<file path="config.mk">
export PLATFORM = sky130hd
export DESIGN_NAME = pwm_sample_reader
export DESIGN_NICKNAME = d
export VERILOG_FILES = /design/src/rtl/pwm_sample_reader.sv
export SDC_FILE = /design/constraint.sdc
export NUM_CORES = 1
export LEC_CHECK = 0
export ABC_AREA = 1
export BUFFER_PORTS_ARGS = -buffer_cell sky130_fd_sc_hd__buf_4
export CAP_MARGIN = 20
export CELL_PAD_IN_SITES_DETAIL_PLACEMENT = 1
export CELL_PAD_IN_SITES_GLOBAL_PLACEMENT = 1
export CORE_MARGIN = 10
export CORE_UTILIZATION = 49
export DETAILED_ROUTE_END_ITERATION = 10
export PLACE_DENSITY_LB_ADDON = 0.1
export SLEW_MARGIN = 20
export SYNTH_ARGS = -nofsm -noshare
export SYNTH_HDL_FRONTEND = slang
export SYNTH_SLANG_ARGS = --single-unit
</file>
<file path="constraint.sdc">
create_clock -name clk -period 8.05 [get_ports clk]
set_clock_uncertainty 0.2 [all_clocks]
set_input_delay 1.61 -clock clk [delete_from_list [all_inputs] [get_ports clk]]
set_output_delay 1.61 -clock clk [all_outputs]
set_load 0.05 [all_outputs]
</file>
<file path="src/rtl/pwm_sample_reader.sv">
// PWM audio playback engine: fetches 32-bit sample words over Avalon-MM, unpacks two
// signed 16-bit samples per word, scales by volume and drives a PWM pin.
// Optional: define PWM_READER_LOOP_EN to replay the buffer continuously until stop.
module pwm_sample_reader #(
    parameter int unsigned FIFO_DEPTH = 4,
    parameter int unsigned SAMPLE_DIV = 3125,
    parameter int unsigned PWM_BITS   = 8
) (
    input  logic        clk,
    input  logic        rst,
    input  logic [31:0] startaddr,
    input  logic [31:0] stopaddr,
    input  logic [3:0]  volume,
    input  logic        start,
    input  logic        stop,
    output logic [31:0] avm_address,
    output logic        avm_read,
    input  logic        avm_waitrequest,
    input  logic [31:0] avm_readdata,
    input  logic        avm_readdatavalid,
    output logic        pwm_out,
    output logic        busy,
    output logic        irq
);

    localparam int unsigned AW = (FIFO_DEPTH > 1) ? $clog2(FIFO_DEPTH) : 1;
    localparam int unsigned CW = AW + 1;
    localparam int unsigned DW = (SAMPLE_DIV > 1) ? $clog2(SAMPLE_DIV) : 1;
    localparam logic [DW-1:0]       DIV_LAST = DW'(SAMPLE_DIV - 1);
    localparam logic [PWM_BITS-1:0] MIDSCALE = PWM_BITS'(1) << (PWM_BITS - 1);

    typedef enum logic [1:0] {StIdle, StReq, StWait, StDrain} state_e;

    state_e      state_q, state_d;
    logic [31:0] addr_q, addr_d;
    logic [31:0] start_q, start_d;
    logic [31:0] stop_q, stop_d;
    logic        irq_q, irq_d;
    logic        discard_q, discard_d;
    logic        push, flush, clear_play;

    logic [31:0]   fifo_mem [FIFO_DEPTH];
    logic [AW-1:0] wr_ptr_q, rd_ptr_q;
    logic [CW-1:0] count_q, count_d;
    logic [31:0]   head;
    logic          pop;
    logic          fifo_room;

    logic [DW-1:0]       div_q, div_d;
    logic                tick;
    logic                half_q, half_d;
    logic [15:0]         sample_q, sample_d;
    logic [PWM_BITS-1:0] samp_duty_q, samp_duty_d;
    logic [PWM_BITS-1:0] duty_target;
    logic [PWM_BITS-1:0] pwm_cnt_q, duty_q;

    function automatic logic [PWM_BITS-1:0] scale_duty(input logic [15:0] s,
                                                       input logic [3:0]  vol);
        logic signed [20:0] prod;
        logic signed [20:0] shifted;
        logic [15:0]        sat;
        logic [15:0]        biased;
        prod    = $signed({{5{s[15]}}, s}) * $signed({17'd0, vol});
        shifted = prod >>> 4;
        if (shifted > 21'sd32767) begin
            sat = 16'h7fff;
        end else if (shifted < -21'sd32768) begin
            sat = 16'h8000;
        end else begin
            sat = shifted[15:0];
        end
        biased = sat ^ 16'h8000;
        return PWM_BITS'(biased >> (16 - PWM_BITS));
    endfunction

    assign busy        = (state_q != StIdle);
    assign irq         = irq_q;
    assign avm_address = addr_q;
    assign fifo_room   = (count_q < CW'(FIFO_DEPTH));
    // A discarded read still in flight blocks new requests: one outstanding at most.
    assign avm_read    = (state_q == StReq) && fifo_room && !discard_q;

    always_comb begin
        state_d    = state_q;
        addr_d     = addr_q;
        start_d    = start_q;
        stop_d     = stop_q;
        irq_d      = 1'b0;
        discard_d  = discard_q;
        push       = 1'b0;
        flush      = 1'b0;
        clear_play = 1'b0;
        if (discard_q && avm_readdatavalid) begin
            discard_d = 1'b0;
        end
        unique case (state_q)
            StIdle: begin
                if (start && !stop) begin
                    start_d    = startaddr;
                    stop_d     = stopaddr;
                    addr_d     = startaddr;
                    flush      = 1'b1;
                    clear_play = 1'b1;
                    if (stopaddr <= startaddr) begin
                        irq_d = 1'b1;
                    end else begin
                        state_d = StReq;
                    end
                end
            end
            StReq: begin
                if (stop) begin
                    state_d = StIdle;
                    flush   = 1'b1;
                    if (avm_read && !avm_waitrequest) begin
                        discard_d = 1'b1;
                    end
                end else if (avm_read && !avm_waitrequest) begin
                    state_d = StWait;
                end
            end
            StWait: begin
                if (stop) begin
                    state_d = StIdle;
                    flush   = 1'b1;
                    if (!avm_readdatavalid) begin
                        discard_d = 1'b1;
                    end
                end else if (avm_readdatavalid) begin
                    push = 1'b1;
                    if (addr_q + 32'd4 == stop_q) begin
`ifdef PWM_READER_LOOP_EN
                        addr_d  = start_q;
                        irq_d   = 1'b1;
                        state_d = StReq;
`else
                        addr_d  = addr_q + 32'd4;
                        state_d = StDrain;
`endif
                    end else begin
                        addr_d  = addr_q + 32'd4;
                        state_d = StReq;
                    end
                end
            end
            StDrain: begin
                if (stop) begin
                    state_d = StIdle;
                    flush   = 1'b1;
                end else if (count_q == '0 && !half_q) begin
                    state_d = StIdle;
                    irq_d   = 1'b1;
                end
            end
            default: state_d = StIdle;
        endcase
    end

    always_ff @(posedge clk or negedge rst) begin
        if (!rst) begin
            state_q   <= StIdle;
            addr_q    <= '0;
            start_q   <= '0;
            stop_q    <= '0;
            irq_q     <= 1'b0;
            discard_q <= 1'b0;
        end else begin
            state_q   <= state_d;
            addr_q    <= addr_d;
            start_q   <= start_d;
            stop_q    <= stop_d;
            irq_q     <= irq_d;
            discard_q <= discard_d;
        end
    end

    assign head    = fifo_mem[rd_ptr_q];
    assign count_d = count_q + CW'(push) - CW'(pop);

    always_ff @(posedge clk or negedge rst) begin
        if (!rst) begin
            wr_ptr_q <= '0;
            rd_ptr_q <= '0;
            count_q  <= '0;
        end else if (flush) begin
            wr_ptr_q <= '0;
            rd_ptr_q <= '0;
            count_q  <= '0;
        end else begin
            if (push) wr_ptr_q <= wr_ptr_q + AW'(1);
            if (pop)  rd_ptr_q <= rd_ptr_q + AW'(1);
            count_q <= count_d;
        end
    end

    always_ff @(posedge clk) begin
        if (push) begin
            fifo_mem[wr_ptr_q] <= avm_readdata;
        end
    end

    assign tick = busy && (div_q == DIV_LAST);

    always_comb begin
        div_d = div_q + DW'(1);
        if (!busy || tick) begin
            div_d = '0;
        end
    end

    // Underrun ticks keep the held sample but still rescale it with the live volume.
    always_comb begin
        half_d      = half_q;
        sample_d    = sample_q;
        samp_duty_d = samp_duty_q;
        pop         = 1'b0;
        if (clear_play) begin
            half_d      = 1'b0;
            sample_d    = '0;
            samp_duty_d = MIDSCALE;
        end else if (flush) begin
            half_d = 1'b0;
        end else if (tick) begin
            if (count_q != '0) begin
                sample_d = half_q ? head[31:16] : head[15:0];
                half_d   = ~half_q;
                pop      = half_q;
            end
            samp_duty_d = scale_duty(sample_d, volume);
        end
    end

    always_ff @(posedge clk or negedge rst) begin
        if (!rst) begin
            div_q       <= '0;
            half_q      <= 1'b0;
            sample_q    <= '0;
            samp_duty_q <= MIDSCALE;
        end else begin
            div_q       <= div_d;
            half_q      <= half_d;
            sample_q    <= sample_d;
            samp_duty_q <= samp_duty_d;
        end
    end

    assign duty_target = busy ? samp_duty_q : MIDSCALE;

    always_ff @(posedge clk or negedge rst) begin
        if (!rst) begin
            pwm_cnt_q <= '0;
            duty_q    <= '0;
        end else begin
            pwm_cnt_q <= pwm_cnt_q + PWM_BITS'(1);
            if (pwm_cnt_q == '1) begin
                duty_q <= duty_target;
            end
        end
    end

    assign pwm_out = (pwm_cnt_q < duty_q);

endmodule

</file>
# ---- Word-level counts from Yosys, hierarchy flattened
# Memory sizes are Yosys's and may differ from the RTL's.
# Cells that the tools add are included.
dict set report op_classes {
  n_mul 1
  reduce_logical 29
  eq_ne 14
  order_cmp 5
  n_addsub 7
  n_mux 65
  bitwise_logic 2
}
# cell count
set ops {}
lappend ops {{2-to-1 mux 16 bit} 13}
lappend ops {{2-to-1 mux 32 bit} 3}
lappend ops {{one-hot mux 32 bit (2 select lines)} 1}
lappend ops {{adder 32 x 3 -> 32 bit, second input constant} 1}
lappend ops {{== test 32 bit} 1}
lappend ops {{<= comparator 32 bit} 1}
lappend ops {{2-to-1 mux 8 bit} 4}
lappend ops {{2-to-1 mux 2 bit} 13}
lappend ops {{2-to-1 mux 1 bit} 25}
lappend ops {{multiplier 16 x 5 -> 21 bit} 1}
lappend ops {{greater-than comparator 17 x 16 -> 1 bit, second input constant} 1}
lappend ops {{less-than comparator 17 x 16 -> 1 bit, second input constant} 1}
lappend ops {{adder 12 x 1 -> 12 bit, second input constant} 1}
lappend ops {{== test 12 bit, second input constant} 1}
lappend ops {{2-to-1 mux 12 bit} 1}
lappend ops {{nonzero test 2 bit} 5}
lappend ops {{nonzero test 3 bit} 3}
lappend ops {{adder 8 x 1 -> 8 bit, second input constant} 1}
lappend ops {{== test 8 bit, second input constant} 1}
lappend ops {{less-than comparator 8 bit} 1}
lappend ops {{!= test 2 bit, second input constant} 4}
lappend ops {{one-hot mux 2 bit (4 select lines)} 1}
lappend ops {{logical AND 1 bit} 7}
lappend ops {{!= test 3 bit, second input constant} 2}
lappend ops {{19 further kinds} 30}
dict set report totals {
  input_bits 106
  register_bits 128
  n_memories 1
  out_inout_bits 36
  word_cells 138
  ramBits 128
}
# name words width read_ports rd_ports_with_merged_regs write_ports line_no
set memory_table {}
lappend memory_table {fifo_mem 4 32 1 0 1 42} ;# logic [31:0] fifo_mem [FIFO_DEPTH];

# ---- Logic depth before layout (Yosys ltp)
# Gate-level depths: netlist of the first run.
dict set report logic_depth {
  word_depth 17
  ltp_mapped 29
  depth_no_buf 28
}

# ---- Worst setup path before layout of the first run
# No wires, ideal clock.
dict set report synth_timing {
  kind {input to register}
  start {in volume[2]}
  end {reg samp_duty_q[5]}
  stages 22
  setup_ns 0.117
  slack_ns 2.689
  t_arrival_ns 5.044
  required_ns 7.733
  path_buffers 2
  cell_sequence {clkbuf_1 -> clkbuf_1 -> nand2_1 -> inv_1 -> ha_1 -> fa_1 -> inv_1 -> fa_1 -> inv_1 -> ha_1 -> a21oi_1 -> o21ai_0 -> a21oi_1 -> inv_1 -> a21oi_1 -> nand3_1 -> nand2_1 -> nand3_2 -> nand3_1 -> nand2_1 -> nand2_1 -> nand2_1}
}
dict set report synth_via {
  elab_chain_cells 10
}
# element line_no
set synth_lines {}
lappend synth_lines {{start, declared} 13} ;# input logic [3:0] volume,
lappend synth_lines {{multiplier 16 x 5 -> 21 bit (*)} 63} ;# prod = $signed({{5{s[15]}}, s}) * $signed({17'd0, vol});
lappend synth_lines {{less-than comparator 17 x 16 -> 1 bit} 67} ;# end else if (shifted < -21'sd32768) begin
lappend synth_lines {{2-to-1 mux 16 bit} 67}
lappend synth_lines {{2-to-1 mux 16 bit (*)} 65} ;# if (shifted > 21'sd32767) begin
lappend synth_lines {{2-to-1 mux 16 bit (*)} 223} ;# end else if (tick) begin
lappend synth_lines {{2-to-1 mux 16 bit (*)} 221} ;# end else if (flush) begin
lappend synth_lines {{2-to-1 mux 16 bit (*)} 217} ;# if (clear_play) begin
lappend synth_lines {{2-to-1 mux 8 bit (*)} 223}
lappend synth_lines {{2-to-1 mux 8 bit (*)} 221}
lappend synth_lines {{2-to-1 mux 8 bit (*)} 217}
lappend synth_lines {{end signal, assigned} 243} ;# samp_duty_q <= samp_duty_d;
lappend synth_lines {{end, declared} 53} ;# logic [PWM_BITS-1:0] samp_duty_q, samp_duty_d;
# Every way passes the cells marked *; elsewhere a longest branch is shown, timed or not. The select of a mux whose other input is x is not followed.
# A chain may end at the register's enable or synchronous reset.

# ---- Worst setup path in the final report of the first run
dict set report layout_timing {
  start {reg rd_ptr_q[1]}
  end {reg samp_duty_q[3]}
}
dict set report layout_via {
  elab_chain_cells 16
}
# element line_no
set layout_lines {}
lappend layout_lines {{start, declared} 43} ;# logic [AW-1:0] wr_ptr_q, rd_ptr_q;
lappend layout_lines {{start signal, assigned} 191} ;# if (pop) rd_ptr_q <= rd_ptr_q + AW'(1);
lappend layout_lines {{memory read (4 x 32 bit) (*)} -}
lappend layout_lines {{2-to-1 mux 16 bit (*)} 225} ;# sample_d = half_q ? head[31:16] : head[15:0];
lappend layout_lines {{2-to-1 mux 16 bit (*)} 224} ;# if (count_q != '0) begin
lappend layout_lines {{2-to-1 mux 16 bit (*)} 223}
lappend layout_lines {{2-to-1 mux 16 bit (*)} 221}
lappend layout_lines {{2-to-1 mux 16 bit (*)} 217}
lappend layout_lines {{multiplier 16 x 5 -> 21 bit (*)} 63}
lappend layout_lines {{less-than comparator 17 x 16 -> 1 bit} 67}
lappend layout_lines {{2-to-1 mux 16 bit} 67}
lappend layout_lines {{2-to-1 mux 16 bit (*)} 65}
lappend layout_lines {{2-to-1 mux 16 bit (*)} 223}
lappend layout_lines {{2-to-1 mux 16 bit (*)} 221}
lappend layout_lines {{2-to-1 mux 16 bit (*)} 217}
lappend layout_lines {{2-to-1 mux 8 bit (*)} 223}
lappend layout_lines {{2-to-1 mux 8 bit (*)} 221}
lappend layout_lines {{2-to-1 mux 8 bit (*)} 217}
# Marked as above.

==> out/results.tsv, run 1 <==
stage	metric	value	unit
final_layout	final_area	0.0176	sq mm
timing	post-route-period-util	0.801	
floorplan	placementRows	64	
logic_synthesis	synthFlopType	edfxtp_1	
routing	post-route-drc-count	0	
logic_synthesis	synth.top_cell.area_share	0.253	
final_layout	syn2layout_area_growth	15.6	%
routing	drt_iter0_markers	937	
final_layout	antenna_cells	0	
routing	num_vias	12930	
worst_setup_path	critPathRequiredTime	8.29	ns
global_route	grt_max_degree	74	
logic_synthesis	syn_inst	1772	
placement	place.gp.congestion	0.876	
global_route	top_usage_layer	met2	
power	p_per_area	271	mW/mm^2
logic_synthesis	yosys-top-cells-area	edfxtp_1, dfrtp_1, nand2_1, ha_1, inv_1	
timing	tightest_slew	1.11	ns
clocking	worstSkewPairLatency	0.56	ns
floorplan	die_area	0.0385	sq mm
hold_path	hold_depth	1	
clocking	cts_sinks	256	
clocking	cts_tree	done	
worst_setup_path	critical_path.max_fanout	34	
logic_synthesis	synth_top_cell_by_area	edfxtp_1	
timing	drv_slew	0	
worst_setup_path	critPathArrivalTime	6.69	ns
clocking	root_buffer	clkbuf_16	
hold_path	min-delay-start	pwm_cnt_q[0]$_DFF_PN0_	
routing	post_drt_wl_per_cell	20.1	um
clocking	clkSlewWorstSetupHoldPaths	0.06	ns
worst_setup_path	r2r_cells	26	
global_route	antenna_found_initial	0	
timing	final.setup.tns	0	ns
status	status	complete, no violations	
global_route	use_met2	0.413	
flow_run	max_cap_violations	0	
clocking	clk_path_buf_depth	3	
placement	placed_cell_area	0.0167	sq mm
global_route	grtUsageMet3	0.0338	
logic_synthesis	synth_seq_area_share	0.463	
global_route	use_met1	0.326	
placement	hpwl	34200	um
clocking	cts_buffers	28	
floorplan	core_area	0.0306	sq mm
timing	hold_ws	0.275	ns
worst_setup_path	crit_start	rd_ptr_q[1]$_DFFE_PN0P_	
logic_synthesis	synth_nets	2003	
logic_synthesis	ys_types	45	
routing	final_antenna_net_count	0	
routing	routed_wl	46600	um
timing	final_hold_viol_count	0	
final_layout	drive_gt1_frac	0.118	
global_route	grt_pass1_wl	76300	um
global_route	grt_overflow	0	
logic_synthesis	ys_ff_latch	256	
clocking	htree_levels	1	
floorplan	start_util	0.497	
placement	dp_slack	1.95	ns
floorplan	pin_count	142	
worst_setup_path	end_kind	flop	
logic_synthesis	syn_area_per_cell	8.59	sq um
floorplan	fp.dieW	196	um
worst_setup_path	startpoint_type	flop	
global_route	grt_pass1_vias	14086	
timing	rsz0062_at_grt	false	
timing	setup_viol	0	
routing	firstDrtPassIters	5	
timing	period_needed	6.45	ns
hold_path	min_path_type	reg2reg	
worst_setup_path	r2r-end	samp_duty_q[3]$_DFFE_PN0P_	
worst_setup_path	ff2ff_setup_slack	1.60	ns
global_route	grt_util_all_layers	0.243	
clocking	cts_setup_buffers	0	
timing	slew_headroom	0.260	
final_layout	layout.nets	2132	
worst_setup_path	worstSetupPathType	reg2reg	
power	finalPower	4.77	mW
hold_path	min_to	pwm_cnt_q[0]$_DFF_PN0_	
placement	portBuffers	141	
logic_synthesis	yosysWarnings	0	
timing	fmax	0.155	GHz
power	vdd_drop_max	219	uV
power	power.leakage	8.57	nW
logic_synthesis	syn_area	0.0152	sq mm
timing	setup_slack	1.60	ns
routing	vias_per_cell	5.58	
floorplan	die_y	196	um
clocking	cts_resized	0	
logic_synthesis	synthArstFlopShare	0.500	
worst_setup_path	worstReg2RegStart	rd_ptr_q[1]$_DFFE_PN0P_	
logic_synthesis	synth_edf_count	128	
clocking	cts_hold_buffers	0	
==> metrics by stage <==
step	cells	utilization
2_1_floorplan	1772	-
3_3_place_gp	2267	0.545
3_5_place_dp	2267	0.545
4_1_cts	2318	0.575
5_1_grt	2318	0.575
6_report	2318	0.575
==> routing by layer <==
| metal | routed length (um) | share of wire | up-vias |
|---|---|---|---|
| li1 | - | - | 6059 |
| met1 | 21000 | 0.45 | 6531 |
| met2 | 22700 | 0.49 | 289 |
| met3 | 2260 | 0.048 | 51 |
| met4 | 634 | 0.014 | 0 |
| met5 | 0 | 0 | - |
==> cell usage in the layout (no fill, tap or decap), types with 3 or more instances in the layout <==
cell type,count
clkbuf_8,5
nor2_1,146
o21a_1,6
nand4_1,22
nand2_2,3
nand2_1,405
clkbuf_1,6
buf_4,154
clkinv_1,5
nand3_1,67
ha_1,92
a22o_1,15
a21oi_1,67
dfrtp_1,126
nor3_1,20
o21ai_0,145
clkinv_2,6
nand3_2,6
xor2_1,39
a31oi_1,3
nor2_4,3
inv_1,281
fa_1,33
nor4_1,6
xnor2_1,7
nor2_2,9
clkbuf_16,28
nor3b_1,5
o211ai_1,16
edfxtp_1,128
o22ai_1,39
==> power by group <==
group | switching (mW) | total, mW | internal [mW] | leakage [nW]
clock | 0.538 | 1.28 | 0.746 | 0.449
combinational | 1.19 | 1.71 | 0.524 | 5.32
sequential | 0.204 | 1.77 | 1.57 | 2.80
==> synth_stat cells (all sizes together), types with 3 or more instances <==
cell	instances
o22ai	39
nor3	20
clkbuf	48
xor2	39
inv	285
nand4	22
o21ai	148
edfxtp	128
nor2	158
nand2	408
fa	33
ha	92
dfrtp	127
nor4	6
nand3	73
nor3b	5
o21a	6
a22o	15
a31oi	3
a21oi	68
o211ai	16
buf	8
xnor2	7
==> flip-flops by register name, summed over array words and instances, names as in the netlist <==
| signal | flops |
|---|---|
| avm_address | 32 |
| sample_q | 16 |
| state_q | 2 |
| fifo_mem | 128 |
| wr_ptr_q | 2 |
| stop_q | 32 |
| duty_q | 8 |
| rd_ptr_q | 2 |
| discard_q | 1 |
| irq | 1 |
| count_q | 3 |
| half_q | 1 |
| samp_duty_q | 8 |
| pwm_cnt_q | 8 |
| div_q | 12 |
==> area by class of cell <==
type / count / area [sq um]
clock inverters: 12 / 116
well taps: 396 / 495
multi-input cells: 1175 / 6900
fillers: 3631 / 13000
clock buffers: 39 / 792
repair buffers: 155 / 1170
inverters: 285 / 1070
flip-flops and latches: 256 / 7050
==> worst max path at each step <==
| stage | slack (ns) | cells past startpoint | end |
|---|---|---|---|
| after floorplan | 2.69 | 22 | samp_duty_q[5]$_DFFE_PN0P_ |
| after global placement | 2.21 | 26 | samp_duty_q[5]$_DFFE_PN0P_ |
| after detailed placement | 1.95 | 26 | samp_duty_q[3]$_DFFE_PN0P_ |
| after CTS | 1.90 | 26 | samp_duty_q[3]$_DFFE_PN0P_ |
| after global routing | 1.12 | 26 | samp_duty_q[5]$_DFFE_PN0P_ |
| final | 1.60 | 26 | samp_duty_q[3]$_DFFE_PN0P_ |
==> worst max-delay path, cell delays in order, from the launching register on <==
cell and delay [ns]:
dfrtp_1 0.33, buf_4 0.35, clkinv_1 0.89, o21ai_0 0.38, o22ai_1 0.15, nand2_1 0.10, nand3_1 0.29, nand2_1 0.16
inv_1 0.05, ha_1 0.30, fa_1 0.54, inv_1 0.05, fa_1 0.52, inv_1 0.04, ha_1 0.32, a21oi_1 0.20
o21ai_0 0.16, a21oi_1 0.23, inv_1 0.08, a21oi_1 0.22, nand3_1 0.17, nand2_1 0.13, nand3_2 0.15, nand2_1 0.11
nand2_1 0.06, nand2_1 0.08, nand2_1 0.07
==> kinds of logic (layout without fill, tap and decap cells) <==
group / count (synthesis) / count (layout) / share of synthesized area
AOI/OAI and AO/OA: 306 / 306 / 0.114
and+or+nand+nor: 697 / 697 / 0.191
DFF: 256 / 256 / 0.463
adders and majority gates: 125 / 125 / 0.119
xor gates and xnor gates: 47 / 47 / 0.0280
buffers and inverters: 341 / 491 / 0.0846
No activity file was read; power rests on OpenSTA's default activity.
==> inputs of run 2 (changes only) <==
ABC_AREA = 0   (was 1)
CORE_UTILIZATION = 48   (was 49)
clock period = 6.5 ns   (was 8.05 ns; I/O delays follow)
==> out/results.tsv, run 2 <==
stage	metric	value	unit	change
worst_setup_path	critPathRequiredTime	6.71	ns	-1.58 ns
global_route	grt_pass1_wl	65700	um	-14%
clocking	cts_buffers	28		unchanged
floorplan	placementRows	64		unchanged
final_layout	final_cell_mix	buf_4, edfxtp_1, dfrtp_1		
logic_synthesis	synth_seq_area_share	0.465		+0.00210
global_route	grt_util_all_layers	0.209		-0.0338
routing	post_drt_wl_per_cell	21.2	um	+5.6%
routing	vias_per_cell	5.65		+1.3%
power	vdd_drop_max	253	uV	+16%
global_route	grt_overflow	0		unchanged
floorplan	die_y	198	um	+0.73%
timing	final_hold_viol_count	0		unchanged
flow_run	max_cap_violations	0		unchanged
final_layout	largest_reg_flops	128		unchanged
timing	setup_viol	0		unchanged
global_route	grt_max_degree	61		-18%
timing	drv_slew	0		unchanged
placement	hpwl	29900	um	-13%
timing	fmax	0.165	GHz	+6.6%
clocking	cts_hold_buffers	0		unchanged
logic_synthesis	synth_commonest_cells	edfxtp_1, dfrtp_1, inv_1, ha_1, a21oi_1		
worst_setup_path	worstSetupPathType	reg2reg		
logic_synthesis	syn_area_per_cell	11.1	sq um	+29%
worst_setup_path	critical_path.max_fanout	14		-59%
clocking	cts_sinks	256		unchanged
logic_synthesis	yosys-top-cells-area	edfxtp_1, dfrtp_1, ha_1, mux4_2, fa_1		
worst_setup_path	critPathArrivalTime	6.26	ns	-0.43 ns
clocking	clkSlewWorstSetupHoldPaths	0.06	ns	about the same
final_layout	final_common_cell	buf_4		
placement	portBuffers	141		unchanged
logic_synthesis	syn_area	0.0151	sq mm	-0.45%
logic_synthesis	synth.most_common_cell	edfxtp_1		
routing	drt_iter0_markers	543		-42%
floorplan	fp.dieW	198	um	+0.73%
final_layout	layout.nets	1728		-19%
placement	place.gp.congestion	0.810		-7.5%
logic_synthesis	synth_nets	1594		-20%
timing	slew_headroom	0.292		+0.0319
logic_synthesis	synth.top_cell.area_share	0.254		+0.00115
clocking	cts_tree	done		
placement	dp.cells	1862		-18%
routing	num_vias	10814		-16%
routing	firstDrtPassIters	5		unchanged
status	status	complete, no violations		
final_layout	drive_gt1_frac	0.188		+0.0703
logic_synthesis	ys_ff_latch	256		unchanged
clocking	worstSkewPairLatency	0.54	ns	-0.02 ns
power	power.leakage	7.39	nW	-14%
routing	routed_wl	40600	um	-13%
timing	rsz0062_at_grt	false		
logic_synthesis	synthFlopType	edfxtp_1		
logic_synthesis	synthArstFlopShare	0.500		unchanged
clocking	root_buffer	clkbuf_16		
worst_setup_path	end_kind	flop		
final_layout	syn2layout_area_growth	16.1	%	
global_route	grt_pass1_vias	11717		-17%
floorplan	pin_count	142		unchanged
timing	hold_ws	0.278	ns	+0.00254 ns
clocking	htree_levels	1		unchanged
final_layout	antenna_cells	0		unchanged
global_route	antenna_found_initial	0		unchanged
logic_synthesis	yosysWarnings	0		unchanged
floorplan	die_area	0.0391	sq mm	+1.5%
worst_setup_path	critical-path-slowest-cell	dfrtp_4		
routing	post-route-drc-count	0		unchanged
routing	final_antenna_net_count	0		unchanged
worst_setup_path	worstPathCellList	buf_16 -> mux4_2 -> mux2i_1 -> nor2_1 -> a21oi_1 -> nor2b_1 -> ha_1 -> fa_1 -> inv_1 -> fa_1 -> inv_1 -> ha_1 -> a21oi_1 -> o211a_1 -> o21ai_0 -> a31oi_1 -> o21a_2 -> o21ai_2 -> o2111a_1 -> and2_1 -> a311o_1		
logic_synthesis	ys_types	72		+60%
timing	final.setup.tns	0	ns	unchanged
logic_synthesis	synth_top_cell_by_area	edfxtp_1		
floorplan	core_area	0.0308	sq mm	+0.79%
worst_setup_path	startpoint_type	flop		
hold_path	min_path_type	reg2reg		
worst_setup_path	cp_slowest_stage_delay	0.63	ns	-0.26 ns
timing	tightest_slew	1.05	ns	-0.0578 ns
floorplan	start_util	0.491		-0.00611
clocking	clk_path_buf_depth	3		unchanged
logic_synthesis	syn_inst	1363		-23%
final_layout	stdcell_count	1913		-17%
logic_synthesis	synth_edf_count	128		unchanged
timing	post-route-period-util	0.930		+0.129
final_layout	regMostFlops	fifo_mem		
power	p_per_area	351	mW/mm^2	+30%
timing	period_needed	6.05	ns	-0.400 ns
## run 2: area by class of cell
class,instances,area (sq um)
Inverter,123,462
Fill cell,3266,13200
Timing Repair Buffer,163,1260
Clock inverter,17,183
Sequential cell,256,7050
Multi-Input combinational cell,925,7400
Clock buffer,33,741
Tap cell,396,495
## run 2: critical path: cells and delay by family (launching register included)
kind,cells,cell delay [ns]
AO/OA/AOI/OAI,9,2.12
adder cells (fa/ha/maj),4,1.69
buffers and inverters,3,0.29
flip-flops,1,0.63
multiplexers,2,0.66
AND/OR/NAND/NOR,3,0.31
## run 2: timing repair
| action | CTS | global route |
|---|---|---|
| setup buffers | 0 | 1 |
| endpoints found under the setup margin | 0 | 8 |
| resized for setup | 0 | 1 |
## run 2: worst paths after layout
path	startpoint	to	slack [ns]	cells after the start
min in group asynchronous	rst	stop_q[14]$_DFFE_PN0P_	0.52	1
min	duty_q[4]$_DFFE_PN0N_	duty_q[4]$_DFFE_PN0N_	0.28	2
max	rd_ptr_q[0]$_DFFE_PN0P_	samp_duty_q[3]$_DFFE_PN0P_	0.45	21
max reg2reg	rd_ptr_q[0]$_DFFE_PN0P_	samp_duty_q[3]$_DFFE_PN0P_	0.45	21
min reg2reg	duty_q[4]$_DFFE_PN0N_	duty_q[4]$_DFFE_PN0N_	0.28	2
max in group asynchronous	rst	rd_ptr_q[0]$_DFFE_PN0P_	4.44	2
## run 2: logic make-up (layout without fill, tap and decap cells)
logic type	Yosys count	count (layout)	synth area share
buf+inv	182	336	0.0468
compound gates	246	246	0.101
xor+xnor	75	75	0.0446
simple gates	383	383	0.131
flops	256	256	0.465
mux	96	96	0.0919
fa+ha+maj	125	125	0.120
## run 2: per-stage QoR
stage | instance area (sq um) | util | power, mW | setup slack, ns
6_report | 17600 | 0.571 | 6.18 | 0.453
5_1_grt | 17600 | 0.571 | 6.55 | 0.107
4_1_cts | 17600 | 0.570 | 6.23 | 0.0526
3_5_place_dp | 16600 | 0.540 | 4.59 | 0.119
3_3_place_gp | 16600 | 0.540 | 4.51 | 0.335
2_1_floorplan | 15100 | - | 3.86 | 0.658
## run 2: power breakdown
part / internal [mW] / switching (mW) / leakage (nW)
combinational: 0.871 / 1.42 / 4.18
sequential: 1.94 / 0.337 / 2.77
clock: 0.965 / 0.643 / 0.448
total: 3.78 / 2.40 / 7.39
## run 2: per-layer routing
layer,vias to the layer above,share of wire,GRT usage
li1,5131,-,-
met1,5446,0.45,0.273
met2,197,0.49,0.362
met3,40,0.044,0.0308
met4,0,0.016,0.0427
met5,-,0,0
